[src/rtl/demux14_pack_pkg.sv]
// Shared parameters, FSM state type and the key one-hot helper for the
// slice-packing demultiplexer.
package demux14_pack_pkg;

    localparam int NR_KEY   = 4;
    localparam int KEY_LEN  = 2;
    localparam int DATA_LEN = 2;
    localparam int WORD_LEN = NR_KEY * DATA_LEN;

    // Mask value meaning every lane of the word has been written
    localparam logic [NR_KEY-1:0] MASK_FULL = {NR_KEY{1'b1}};

    typedef enum logic {
        ST_FILL = 1'b0,
        ST_FULL = 1'b1
    } state_e;

    // One-hot lane select for a key; key is used zero-extended as the index
    function automatic logic [NR_KEY-1:0] onehot(input logic [KEY_LEN-1:0] key);
        logic [NR_KEY-1:0] oh;
        oh      = {NR_KEY{1'b0}};
        oh[key] = 1'b1;
        return oh;
    endfunction

endpackage

[src/rtl/demux14_pack_if.sv]
// Slice-in / word-out handshake bundle for demux14_pack.
interface demux14_pack_if;
    import demux14_pack_pkg::*;

    logic                in_valid;
    logic                in_ready;
    logic [KEY_LEN-1:0]  in_key;
    logic [DATA_LEN-1:0] in_data;
    logic                out_valid;
    logic                out_ready;
    logic [WORD_LEN-1:0] out_word;
    logic                dup_err;

    // Design side: consumes slices, produces packed words
    modport slave (
        input  in_valid, in_key, in_data, out_ready,
        output in_ready, out_valid, out_word, dup_err
    );

    // Environment side: issues slices, drains packed words
    modport master (
        output in_valid, in_key, in_data, out_ready,
        input  in_ready, out_valid, out_word, dup_err
    );
endinterface

[src/rtl/demux14_pack_key_decoder.sv]
// Key to one-hot lane write-enable decoder; the same enables also update
// the written-lane mask.
module demux14_pack_key_decoder
    import demux14_pack_pkg::*;
(
    input  logic [KEY_LEN-1:0] key_i,
    input  logic               en_i,
    output logic [NR_KEY-1:0]  lane_we_o
);

    // Enable exactly one lane when a slice is being accepted, none otherwise
    always_comb begin
        lane_we_o = {NR_KEY{1'b0}};
        if (en_i) begin
            lane_we_o = onehot(key_i);
        end else begin
            lane_we_o = {NR_KEY{1'b0}};
        end
    end

endmodule

[src/rtl/demux14_pack.sv]
// Packs DATA_LEN-bit slices, addressed by key, into an NR_KEY-lane word and
// hands the word downstream once every lane has been written. A slice may be
// accepted in the same cycle the previous word drains, so a continuous stream
// needs no bubbles.
module demux14_pack
    import demux14_pack_pkg::*;
(
    input  logic           clk,
    input  logic           rst_n,
    demux14_pack_if.slave  bus
);

    state_e              state_q, state_d;
    logic [WORD_LEN-1:0] word_q, word_d;
    logic [NR_KEY-1:0]   mask_q, mask_d;
    logic                dup_err_q, dup_err_d;

    logic                in_ready_s;
    logic                accept_s;
    logic                drain_s;
    logic [NR_KEY-1:0]   lane_we_s;
    logic [WORD_LEN-1:0] base_word_s;
    logic [NR_KEY-1:0]   base_mask_s;

    // Input is open while filling; when full, only if the word leaves this cycle
    always_comb begin
        in_ready_s = 1'b0;
        case (state_q)
            ST_FILL: in_ready_s = 1'b1;
            ST_FULL: in_ready_s = bus.out_ready;
            default: in_ready_s = 1'b0;
        endcase
    end

    assign accept_s = bus.in_valid & in_ready_s;
    assign drain_s  = (state_q == ST_FULL) & bus.out_ready;

    demux14_pack_key_decoder u_key_decoder (
        .key_i     (bus.in_key),
        .en_i      (accept_s),
        .lane_we_o (lane_we_s)
    );

    // Next word/mask/state: a draining word is cleared before the new slice lands
    always_comb begin
        base_word_s = word_q;
        base_mask_s = mask_q;
        if (drain_s) begin
            base_word_s = {WORD_LEN{1'b0}};
            base_mask_s = {NR_KEY{1'b0}};
        end else begin
            base_word_s = word_q;
            base_mask_s = mask_q;
        end

        word_d = base_word_s;
        for (int k = 0; k < NR_KEY; k++) begin
            if (lane_we_s[k]) begin
                word_d[k*DATA_LEN +: DATA_LEN] = bus.in_data;
            end else begin
                word_d[k*DATA_LEN +: DATA_LEN] = base_word_s[k*DATA_LEN +: DATA_LEN];
            end
        end

        mask_d    = base_mask_s | lane_we_s;
        // After a drain the base mask is empty, so no duplicate can be flagged in FULL
        dup_err_d = |(base_mask_s & lane_we_s);

        state_d = state_q;
        case (state_q)
            ST_FILL: begin
                if (mask_d == MASK_FULL) begin
                    state_d = ST_FULL;
                end else begin
                    state_d = ST_FILL;
                end
            end
            ST_FULL: begin
                if (drain_s && (mask_d != MASK_FULL)) begin
                    state_d = ST_FILL;
                end else begin
                    state_d = ST_FULL;
                end
            end
            default: state_d = ST_FILL;
        endcase
    end

    // Datapath and FSM registers; reset discards any partially packed word
    always_ff @(posedge clk or negedge rst_n) begin
        if (!rst_n) begin
            state_q   <= ST_FILL;
            word_q    <= {WORD_LEN{1'b0}};
            mask_q    <= {NR_KEY{1'b0}};
            dup_err_q <= 1'b0;
        end else begin
            state_q   <= state_d;
            word_q    <= word_d;
            mask_q    <= mask_d;
            dup_err_q <= dup_err_d;
        end
    end

    assign bus.in_ready  = in_ready_s;
    assign bus.out_valid = (state_q == ST_FULL);
    assign bus.out_word  = word_q;
    assign bus.dup_err   = dup_err_q;

endmodule

[src/flat_wrapper.sv]
// flat-port wrapper written by rule: the top's interface ports become plain ports
module demux14_pack_flat import demux14_pack_pkg::*;
  (clk, rst_n, bus_in_valid, bus_in_key, bus_in_data, bus_out_ready, bus_in_ready, bus_out_valid, bus_out_word, bus_dup_err);
  demux14_pack_if bus_i ();
  input  logic clk;
  input  logic rst_n;
  input wire logic [$bits(bus_i.in_valid)-1:0] bus_in_valid;
  input wire logic [$bits(bus_i.in_key)-1:0] bus_in_key;
  input wire logic [$bits(bus_i.in_data)-1:0] bus_in_data;
  input wire logic [$bits(bus_i.out_ready)-1:0] bus_out_ready;
  output wire logic [$bits(bus_i.in_ready)-1:0] bus_in_ready;
  output wire logic [$bits(bus_i.out_valid)-1:0] bus_out_valid;
  output wire logic [$bits(bus_i.out_word)-1:0] bus_out_word;
  output wire logic [$bits(bus_i.dup_err)-1:0] bus_dup_err;
  assign bus_i.in_valid = bus_in_valid;
  assign bus_i.in_key = bus_in_key;
  assign bus_i.in_data = bus_in_data;
  assign bus_i.out_ready = bus_out_ready;
  assign bus_in_ready = bus_i.in_ready;
  assign bus_out_valid = bus_i.out_valid;
  assign bus_out_word = bus_i.out_word;
  assign bus_dup_err = bus_i.dup_err;
  demux14_pack u_core (.clk(clk), .rst_n(rst_n), .bus(bus_i));
endmodule
[config.mk]
export PLATFORM = sky130hd
export DESIGN_NAME = demux14_pack_flat
export DESIGN_NICKNAME = d
export VERILOG_FILES = /design/src/rtl/demux14_pack_pkg.sv /design/src/rtl/demux14_pack_if.sv /design/src/rtl/demux14_pack_key_decoder.sv /design/src/rtl/demux14_pack.sv /design/src/flat_wrapper.sv
export SDC_FILE = /design/constraint.sdc
export NUM_CORES = 1
export LEC_CHECK = 0
export ABC_AREA = 1
export CAP_MARGIN = 0
export CORE_UTILIZATION = 31
export CTS_BUF_LIST = sky130_fd_sc_hd__clkbuf_8
export CTS_CLUSTER_SIZE = 28
export DETAILED_ROUTE_END_ITERATION = 8
export PLACE_DENSITY = 0.68
export SYNTH_ARGS = -nofsm -noshare
export SYNTH_HDL_FRONTEND = slang
export SYNTH_SLANG_ARGS = --single-unit
[constraint.sdc]
create_clock -name clk -period 2.1 [get_ports clk]
set_input_delay 0.42 -clock clk [delete_from_list [all_inputs] [get_ports clk]]
set_output_delay 0.42 -clock clk [all_outputs]
set_load 0.02 [all_outputs]
==> results of run 1 <==
-- layout make-up --
cell class,count,area (um2)
multi-input combinational,44,231
fill,193,937
tap,25,31.3
inverter,6,22.5
sequential,14,350
clock buffer,3,41.3
timing repair buffer,19,188
-- critical path, delay by kind of cell --
kind | cells | cell delay [ps]
buffers and inverters | 3 | 1160
and+or+nand+nor | 1 | 50
-- placed cells by master (no fill, tap or decap), drive strengths merged --
cell type and instances:
buf 1, clkbuf 3, clkdlybuf4s50 18, dfrtp 14, inv 6, nand2 14, nand3 12, nor2 9
o21ai 9
-- power groups by stage --
stage	Clock [mW]	Sequential (mW)	Combinational, mW
after global placement	0	0.429	0.471
after floorplan	0	0.513	0.193
final	0.207	0.428	0.474
after detailed placement	0	0.432	0.476
after CTS	0.212	0.429	0.479
after global routing	0.224	0.440	0.523
-- path summary, 6_finish.rpt --
path                                           startpoint                                 end  slack, ps
setup / recovery                            bus_out_ready                        bus_in_ready         50
hold / removal                 u_core.mask_q[3]$_DFF_PN0_          u_core.mask_q[3]$_DFF_PN0_        490
setup reg to reg           u_core.bus.out_valid$_DFF_PN0_      u_core.bus.out_valid$_DFF_PN0_        980
hold reg to reg                u_core.mask_q[3]$_DFF_PN0_          u_core.mask_q[3]$_DFF_PN0_        490
max in group asynchronous                           rst_n          u_core.mask_q[2]$_DFF_PN0_       1140
min in group asynchronous                           rst_n  u_core.bus.out_word[6]$_DFFE_PN0P_        570
-- logic make-up (layout without fill, tap and decap cells) --
group / Yosys count / after routing / synth area share
simple gates: 35 / 35 / 0.303
buf+inv: 7 / 28 / 0.0549
flops: 14 / 14 / 0.569
compound gates: 9 / 9 / 0.0732
-- flip-flops by register name, indices dropped and copies added (netlist names) --
name / cells
u_core.bus.out_word: 8
u_core.bus.dup_err: 1
u_core.bus.out_valid: 1
u_core.mask_q: 4
-- per-layer routing --
layer	up-vias	share of wire	global-route usage
met2	16	0.46	0.219
met1	235	0.48	0.171
li1	251	-	-
met4	0	0	0
met3	0	0.062	0.0588
met5	-	0	0
==> results.ini, run 1 <==
[worst_hold_path]
whs_path_depth=2
hp-class=reg -> reg

[floorplan]
core_um2=1800
dieArea_um2=2170
fp-row-count=15
start_util=0.342
die_y_um=46.6
io_pins=19
die_w_um=46.6

[timing]
finalHoldViolations=0
finalCritPeriodShare=0.975
drv_slew=0
setup_tns_ps=0
finClkSkew_ps=1.40
timing.fmax_mhz=488
min_period_ps=2050
rsz0062_at_grt=no
hold_slack_ps=493
max_slew_margin=0.594
setup_violations=0
tightest_slew_ps=607
worst_slack_ps=52.7

[cts]
cts_tree=built
ctsHtreeMaxLevel=1
cts_buffer_depth=2
cts.clk_slew.worst_paths_ps=50
post_cts.repair.setup_buffers=0
clockRootBuffer=clkbuf_8
numCtsBuffers=3
cts_hold_buffers=0
cts.sinks=14
cts_resized=0
clkLatencyLatePin_ps=240

[place]
place_inst=108
gp_congestion=0.697
dp_hpwl_um=924
dpl_worst_slack_ps=50.5
postPlaceCellArea_um2=823
io_buffers=18

[setup_path]
slowest_stage=clkdlybuf4s50_1
path_cells=clkdlybuf4s50_1 -> inv_2 -> nand2_4 -> clkdlybuf4s50_1
path_max_fanout=2
worstSetupPathType=in -> out
crit_path_frequent_cell=clkdlybuf4s50_1
cpPeakStageDelay_ps=600
required_ps=1680
crit_arrival_ps=1630
setup.worst_path.start_class=primary input
r2r_cells=6
endpoint_kind=primary output

[synth]
syn_area_um2=616
yosysMostFrequentCell=dfrtp_1
yosysTopAreaCell=dfrtp_1
syn_area_per_cell_um2=9.47
yosys-top-cells-area=dfrtp_1 57%, nand3_1 6.5%, nand3_2 6.5%
syn_inst=65
yosys_warnings=0
synth-edff-count=0
synth_nets=73
yosys.area.top_type_share=0.569
synthFlopType=dfrtp_1
ys_async_sr_fraction=1.00
ys_seq_area_frac=0.569
synth-seq-cells=14
yosys-top-cells-count=14 x dfrtp_1, 9 x nor2_1, 8 x nand2_1, 8 x nand3_1, 7 x o21ai_0
ys_types=12

[grt]
grt_usage=0.133
grt_max_degree=15
first_global_vias=474
grt_pass1_wl_mm=2.02
antenna_found_initial=0
grt_overflow_total=0

[cells_and_area]
drive_gt1_frac=0.174
n_antenna_cell=0
syn_to_final_growth_pct=40.4
final_cells=111
final_area_um2=865
post-route-util=0.480
nNetsFinal=96

[route]
wirelength_mm=1.20
via_per_inst=4.52
wl_per_cell_um=10.8
drtIter0Drc=6
drc_errors=0
detail-route-antenna-nets=0
vias=502
drtPass1Iterations=3

[run]
max-cap-violations=0

[pwr]
p_sw_mw=0.392
switching_share=0.353
internal_power_mw=0.717
p_total_mw=1.11
power.density_nw_per_um2=1280
seq_power_share=0.386
p_leak_nw=0.409
combinationalPowerShare=0.428
peakVddDrop_mv=0.717
clkPwrFrac=0.187

[run_status]
status=finished, final reports clean

Note: power is estimated with default switching activity, not from simulation.
==> run 2, diff against run 1 <==
==> constraint.sdc (replaced) <==
create_clock -name clk -period 1.9 [get_ports clk]
set_input_delay 0.38 -clock clk [delete_from_list [all_inputs] [get_ports clk]]
set_output_delay 0.38 -clock clk [all_outputs]
set_load 0.02 [all_outputs]
==> run 2 against run 1 <==
Total power up 11%; clock-buffer cell count unchanged; register-to-register slack got worse by 220 ps; core utilization rose by 0.35 points; sequential cell count unchanged; wire length up 4.3%; sequential power rose by 11%; hold slack better by 4.0 ps; design area up 0.72%; largest cell class unchanged.
==> results.ini, run 2 (synthesized netlist as in run 1, its figures left out) <==
[cells_and_area]
n_antenna_cell=0
multi_input_area_um2=231
final_common_cell=clkdlybuf4s50_1
ff_latch_area_um2=350
nNetsFinal=97
final_cell_mix=17 x clkdlybuf4s50_1, 14 x dfrtp_1, 9 x nor2_1
syn_to_final_growth_pct=41.5
largest_reg_flops=8
drive_gt1_frac=0.184
fillers=190
final_area_um2=871

[worst_hold_path]
hp-class=reg -> reg

[cts]
post_cts.repair.setup_buffers=0
cts.clk_slew.worst_paths_ps=50
cts_buffer_depth=2
cts_resized=1
cts.sinks=14
clockRootBuffer=clkbuf_8
clkLatencyLatePin_ps=240
ctsHtreeMaxLevel=1
cts_hold_buffers=0
cts_tree=built
numCtsBuffers=3

[setup_path]
crit_family=buffers and inverters
crit_arrival_ps=1300
setup.worst_path.start_class=primary input
cpPeakStageDelay_ps=500
worstSetupPathType=in -> out
required_ps=1520
path_max_fanout=2
path_cells=clkdlybuf4s50_1 -> inv_2 -> nand2_4 -> dlygate4sd2_1
endpoint_kind=primary output
crit_buf_inv=3
slowest_stage=clkdlybuf4s50_1

[floorplan]
die_y_um=46.6
dieArea_um2=2170
start_util=0.342
io_pins=19
die_w_um=46.6
core_um2=1800
fp-row-count=15

[place]
io_buffers=18
dp_hpwl_um=935
gp_congestion=0.687
postPlaceCellArea_um2=831

[pwr]
power.density_nw_per_um2=1410
clkPwrFrac=0.190
p_leak_nw=0.412
seq_power_share=0.386
switching_share=0.358
internal_power_mw=0.790
combinationalPowerShare=0.424
p_sw_mw=0.440
peakVddDrop_mv=0.571

[route]
drc_errors=0
wirelength_mm=1.25
vias=517
drtIter0Drc=12
detail-route-antenna-nets=0
via_per_inst=4.62
wl_per_cell_um=11.2
drtPass1Iterations=4

[run_status]
status=finished, final reports clean

[grt]
grt_pass1_wl_mm=2.13
grt_max_degree=15
grt_overflow_total=0
first_global_vias=510
antenna_found_initial=0
grt_usage=0.143

[timing]
setup_violations=0
finalCritPeriodShare=0.883
setup_tns_ps=0
tightest_slew_ps=604
rsz0062_at_grt=no
min_period_ps=1680
finClkSkew_ps=1.95
finalHoldViolations=0
timing.fmax_mhz=596
drv_slew=0
max_slew_margin=0.596

[run]
max-cap-violations=0

run 2: cell types whose count changed in the layout (fill, tap and decap cells not counted), sizes merged:
cell and delta:
buf +1, clkdlybuf4s50 -1, dlygate4sd2 +1
run 2: final timing paths:
check / to / depth (start not counted) / from / slack [ps]
min reg2reg: u_core.mask_q[3]$_DFF_PN0_ / 2 / u_core.mask_q[3]$_DFF_PN0_ / 500
max reg2reg: u_core.bus.out_valid$_DFF_PN0_ / 6 / u_core.bus.out_valid$_DFF_PN0_ / 760
min: u_core.mask_q[3]$_DFF_PN0_ / 2 / u_core.mask_q[3]$_DFF_PN0_ / 500
min in group asynchronous: u_core.bus.out_valid$_DFF_PN0_ / 1 / rst_n / 520
max in group asynchronous: u_core.bus.out_word[5]$_DFFE_PN0P_ / 1 / rst_n / 990
max: bus_in_ready / 4 / bus_out_ready / 220
run 2: stage by stage:
stage,utilization,hold WS (ps),power [mW],instances,setup slack [ps]
after floorplan,-,84.4,0.781,65,791
after global placement,0.461,483,0.996,109,-30.6
after detailed placement,0.461,485,1.01,109,-47.2
after CTS,0.483,501,1.24,112,213
after global routing,0.483,530,1.31,112,178
final,0.483,497,1.23,112,221
run 2: final cells by class:
| type | instances | share of cell area |
|---|---|---|
| inverter | 6 | 0.0259 |
| timing repair buffer | 20 | 0.223 |
| sequential | 14 | 0.402 |
| multi-input combinational | 44 | 0.266 |
| tap | 25 | 0.0359 |
| clock buffer | 3 | 0.0474 |
run 2: power by group through the flow:
stage / Combinational (mW) / Sequential, mW / Clock, mW
3_5_place_dp: 0.529 / 0.481 / 0
5_1_grt: 0.571 / 0.487 / 0.249
4_1_cts: 0.528 / 0.477 / 0.239
3_3_place_gp: 0.521 / 0.475 / 0
2_1_floorplan: 0.213 / 0.567 / 0
6_report: 0.522 / 0.475 / 0.234
run 2: metal layers:
metal | share of wire | routed length, um | global-route usage | up-vias
li1 | - | - | - | 256
met1 | 0.47 | 585 | 0.176 | 248
met2 | 0.48 | 606 | 0.233 | 13
met3 | 0.049 | 62 | 0.0392 | 0
met4 | 0 | 0 | 0.0588 | 0
met5 | 0 | 0 | 0 | -
run 2: worst reg2reg max path: cells and delay by family (launching register included):
family	cells	cell delay (ps)
DFF	1	420
buffers and inverters	1	140
and+or+nand+nor	4	390
AOI/OAI and AO/OA	1	110
==> edit 1: new RTL, config.mk and constraints of run 2 <==
Make the reset (`rst_n`) synchronous in one clocked block.
--- a/src/rtl/demux14_pack.sv
+++ b/src/rtl/demux14_pack.sv
@@ -87,7 +87,7 @@
     end
 
     // Datapath and FSM registers; reset discards any partially packed word
-    always_ff @(posedge clk or negedge rst_n) begin
+    always_ff @(posedge clk) begin
         if (!rst_n) begin
             state_q   <= ST_FILL;
             word_q    <= {WORD_LEN{1'b0}};
Check against the original RTL: differs if rst_n is asserted again (counterexample within 4 cycles, from zero or initial values and one cycle with rst_n low); with rst_n held inactive, the same outputs for 10 cycles.
==> edit 1 against run 2 <==
Final area up 3.7%; worst setup slack lost 0.032 ns; global-route usage down 0.61 points; sequential cell count is the same; clock skew decreased by 0.00088 ns; sequential share of layout area down 9.2 points; synthesized cell count is 29% higher; core utilization increased by 1.3 points; routed wire length up 4.8%; synthesized area up 2.4%.
Power is not compared: it rests on default switching activity, and its combinational part moved more than twofold at a synthesized area within 25%.
==> edit 1: results (changes against run 2) <==
| Metric | Value |
|---|---|
| Avg Vias per Cell | `4.54 (-1.7%)` |
| Source of the critical timing path | `u_core.bus.out_valid` |
| Max transition margin | `73.1% (+14 points)` |
| Post-synthesis async set-or-reset flop share | `0% (-100 points)` |
| Met3 wire len | `93 um (+50%)` |
| Seq/Total Area, Yosys | `44.4% (-12 points)` |
| Total placed instance area | `850 um2 (+2.3%)` |
| Uppermost signal routing layer after detailed routing | `met4` |
| Highest net fanout along the worst path | `4 (+2)` |
| Run status | `finished, final reports clean` |
| Largest cells by area after synthesis | `dfxtp_1 44%, nand2_1 12%, a21oi_1 9.5%, nand3_1 6.3%, nand3_2 6.3%` |
| Post-detail-place hpwl | `971 um (+3.9%)` |
| Global-route wire length before repair | `2020 um (-5.2%)` |
| Wirelength, routed | `1310 um (+4.8%)` |
| Global routing usage summed across all routing layers | `13.7% (-0.61 points)` |
| Path depth of the worst reg2reg path | `7 (+1)` |
| Max incr delay on CP | `0.65 ns (+0.15 ns)` |
| Arrival time of the worst setup path | `1.33 ns (+0.03 ns)` |
| Placer congestion estimate | `0.693 (+0.84%)` |
| Worst R2R End | `u_core.bus.out_valid` |
| End of the critical path | `bus_out_valid` |
| Worst reg2reg setup slack | `0.65 ns (-0.11 ns)` |
| Net Count, Synth | `92 (+26%)` |
| Leading cell types by count after synthesis | `20 x nand2_1, 14 x dfxtp_1, 12 x a21oi_1` |
| Synth Area in Compound Gates | `12.3% (+5.0 points)` |
| Primary flip-flop cell chosen by synthesis mapping | `dfxtp_1` |
| Wire length the detailed router placed on met1 | `609 um (+4.1%)` |
| Detailed Route Iter0 Violations | `14 (+2)` |
| Met2 Routed Length | `591 um (-2.5%)` |
| Min-Delay Startpoint | `u_core.bus.out_word[4]` |
| Maximum clock skew at final layout | `0.00107 ns (-0.000883 ns)` |
| Share of layout cells above drive strength 1 | `15.9% (-2.5 points)` |
-- edit 1: per-layer routing --
layer | global-route usage [%] | vias up
li1 | - | 317
met1 | 16.8 | 263
met2 | 20.6 | 17
met3 | 5.77 | 2
met4 | 6.86 | 0
met5 | 0 | -
-- edit 1: cells by family after synthesis --
logic type,Yosys count
AO/OA/AOI/OAI,14
buffers and inverters,12
AND/OR/NAND/NOR,44
flip-flops,14
-- edit 1: layout make-up --
cell class	count	area, um2
fillers	200	917
inverters	10	37.5
well taps	25	31.3
clock buffers	4	55.1
repair buffers	21	201
multi-input cells	58	298
flip-flops and latches	14	280
-- edit 1: metrics by stage --
step                cells  TNS, ns  setup slack [ns]
floorplan              84        0             0.707
global placement      128  -0.0457           -0.0457
detailed placement    128  -0.0536           -0.0536
CTS                   132        0             0.175
global route          132        0             0.132
finish                132        0             0.190
-- edit 1: worst min-delay path by stage --
stage / endpoint / slack, ns / cells past startpoint
floorplan: u_core.mask_q[1] / 0.47 / 2
global placement: u_core.bus.out_word[0] / 0.47 / 2
detailed placement: u_core.bus.out_word[6] / 0.48 / 2
CTS: u_core.bus.out_word[4] / 0.49 / 2
global route: u_core.bus.out_word[4] / 0.50 / 2
finish: u_core.bus.out_word[4] / 0.48 / 2
-- edit 1: power groups by stage --
| stage | clock [mW] | combinational (mW) | sequential, mW |
|---|---|---|---|
| 6_report | 0.285 | 0.0827 | 0.309 |
| 5_1_grt | 0.310 | 0.0912 | 0.310 |
| 4_1_cts | 0.290 | 0.0838 | 0.309 |
| 3_5_place_dp | 0 | 0.0833 | 0.315 |
| 3_3_place_gp | 0 | 0.0823 | 0.315 |
| 2_1_floorplan | 0 | 0.0349 | 0.322 |
==> edit 2: new RTL, config.mk and constraints of run 2 <==
Without the edit above. The package constant `DATA_LEN` goes from 2 to 4.
--- a/src/rtl/demux14_pack_pkg.sv
+++ b/src/rtl/demux14_pack_pkg.sv
@@ -4,7 +4,7 @@
 
     localparam int NR_KEY   = 4;
     localparam int KEY_LEN  = 2;
-    localparam int DATA_LEN = 2;
+    localparam int DATA_LEN = 4;
     localparam int WORD_LEN = NR_KEY * DATA_LEN;
 
     // Mask value meaning every lane of the word has been written
Interface: changed (resized bus_in_data and bus_out_word); port bits go from 19 to 29. No check against the original RTL was run, so the function may have changed too.
==> edit 2 against run 2 <==
Clock power increased by 15%; clock skew increased by 0.00092 ns; total power increased by 46%; combinational power increased by 50%; worst setup slack improved by 0.0074 ns; final area increased by 46%; synthesized area increased by 48%; sequential share of layout area increased by 3.1 points; critical path depth unchanged; cell count increased by 38%; sequential power increased by 55%; routed wire length increased by 55%; sequential cell count increased by 8; via count increased by 47%.
==> edit 2: results (changes against run 2) <==
| Metric | Value |
|---|---|
| Clk_lat worst skew | `between 0.2 and 0.3 ns` |
| Worst reg2reg setup slack | `0.68 ns (-0.08 ns)` |
| Worst hold-check path type | `input pin to asynchronous set/reset pin` |
| Flip-flop count of the largest register after layout | `16 (+8)` |
| Cell Count, Final, Fillers Out | `155 (+38%)` |
| Share of layout cells above drive strength 1 | `12.1% (-6.3 points)` |
| Path depth of the worst reg2reg path | `6 (unchanged)` |
| Per-cell routed wire length | `12.5 um (+12%)` |
| Global-route wire length before repair | `3350 um (+57%)` |
| Number of buffers on the longest clock path | `2 (unchanged)` |
| Total number of nets in the final design | `136 (+40%)` |
| Maximum clock skew at final layout | `0.00288 ns (+0.000924 ns)` |
| Actual transition at the worst max-transition pin | `0.285 ns (-0.319 ns)` |
| Placer congestion estimate | `0.733 (+6.6%)` |
| Highest net fanout along the worst path | `2 (unchanged)` |
| TritonCTS Buffers | `3 (unchanged)` |
| Final-layout worst hold slack | `0.463 ns (-0.0337 ns)` |
| Place WS | `-0.0457 ns (+0.00149 ns)` |
| Global routing usage summed across all routing layers | `13.5% (-0.79 points)` |
| Vias in the first global route | `766 (+50%)` |
| Cell count after placement | `152 (+39%)` |
| Largest net degree at the start of global routing | `23 (+8)` |
| Static leakage | `0.594 nW (+44%)` |
| Largest cells by area after synthesis | `dfrtp_1 61%, nand3_1 8.8%, o21ai_0 8.8%, nand2_1 4.5%, nand3_2 4.4%` |
| Synthesized area divided by synthesized cell count | `9.87 um2 (+4.3%)` |
| Antenna diode count | `0 (unchanged)` |
| Arrival time of the worst setup path | `1.29 ns` |
| Total congestion overflow after global routing | `0 (unchanged)` |
| Seq/Total Area, Yosys | `60.6% (+3.7 points)` |
| Primary flip-flop cell chosen by synthesis mapping | `dfrtp_1` |
| Avg Vias per Cell | `4.90 (+6.2%)` |
| Clock-pin slew reported for the worst setup and hold paths after clock tree synthesis | `0.07 ns (+0.02 ns)` |
| Worst R2R End | `u_core.bus.out_valid` |
| Final-layout fill cell count | `265 (+39%)` |
| Total placed instance area | `1230 um2 (+48%)` |
| Drt first pass iters | `4 (unchanged)` |
| Post-synthesis async set-or-reset flop share | `100% (unchanged)` |
| Maximum vdd ir drop | `0.000689 V (+21%)` |
| Beginning of the worst register-to-register path | `u_core.bus.out_valid` |
| Input/output buffers | `28 (+10)` |
| Net Count, Synth | `102 (+40%)` |
| Number of warnings reported in the yosys synthesis log | `0 (unchanged)` |
| Post-detail-place hpwl | `1420 um (+52%)` |
| Number of distinct library cells after synthesis | `13 (+1)` |
| # Post-CTS Setup Buffers | `0 (unchanged)` |
| Leading cell types by count after synthesis | `22 x dfrtp_1, 16 x nand3_1, 16 x o21ai_0` |
| Antenna violations before repair | `0 (unchanged)` |
| Root cell of the clock tree | `clkbuf_8` |
| Run status | `finished, final reports clean` |
| Detailed Route Iter0 Violations | `17 (+5)` |
| CTS H-Tree Depth | `1 (unchanged)` |
edit 2: routing by layer:
layer | vias up | global-route usage (%) | wire (um)
li1 | 371 | - | -
met1 | 356 | 17.0 | 850
met2 | 31 | 23.3 | 955
met3 | 2 | 2.79 | 117
met4 | 0 | 4.18 | 17
met5 | - | 0 | 0
edit 2: repair_timing:
item                                    in CTS  in global routing
resized for setup                            1                  0
endpoints found under the hold margin        0                  0
endpoints found under the setup margin       1                  0
edit 2: logic make-up (layout without fill, tap and decap cells):
logic type / Yosys count / count (layout) / synth area share [%]
AND/OR/NAND/NOR: 43 / 43 / 24.7
flip-flops: 22 / 22 / 60.6
buffers and inverters: 10 / 42 / 5.37
AO/OA/AOI/OAI: 17 / 17 / 9.37
edit 2: report_power, final:
group / leakage [nW] / switching, mW / internal (mW)
clock network: 0.0216 / 0.129 / 0.141
logic: 0.293 / 0.424 / 0.360
registers: 0.279 / 0.0946 / 0.643
edit 2: stage by stage:
stage	util [%]	setup TNS [ns]
global route	46.1	0
finish	46.1	0
global placement	44.6	-0.0419
CTS	46.1	0
floorplan	-	0
detailed placement	44.6	-0.0457
edit 2: how the worst max path moves through the flow:
stage | endpoint | slack [ns] | cells after the start | startpoint
finish | bus_in_ready | 0.23 | 4 | bus_out_ready
global route | bus_in_ready | 0.18 | 4 | bus_out_ready
CTS | bus_in_ready | 0.22 | 4 | bus_out_ready
detailed placement | bus_in_ready | -0.05 | 4 | bus_out_ready
global placement | bus_in_ready | -0.04 | 4 | bus_out_ready
floorplan | u_core.bus.out_word[11] | 0.76 | 5 | u_core.bus.out_valid
edit 2: area by class of cell:
| type | count | area [um2] | area share, % |
|---|---|---|---|
| inverters | 8 | 30.0 | 2.36 |
| repair buffers | 31 | 302 | 23.7 |
| well taps | 31 | 38.8 | 3.05 |
| clock buffers | 3 | 41.3 | 3.25 |
| flip-flops and latches | 22 | 551 | 43.3 |
| multi-input cells | 60 | 309 | 24.3 |
edit 2: critical path, stage by stage:
cell and delay [ns]:
clkdlybuf4s50_1 0.47, inv_1 0.07, nand2_4 0.05, dlygate4sd2_1 0.32
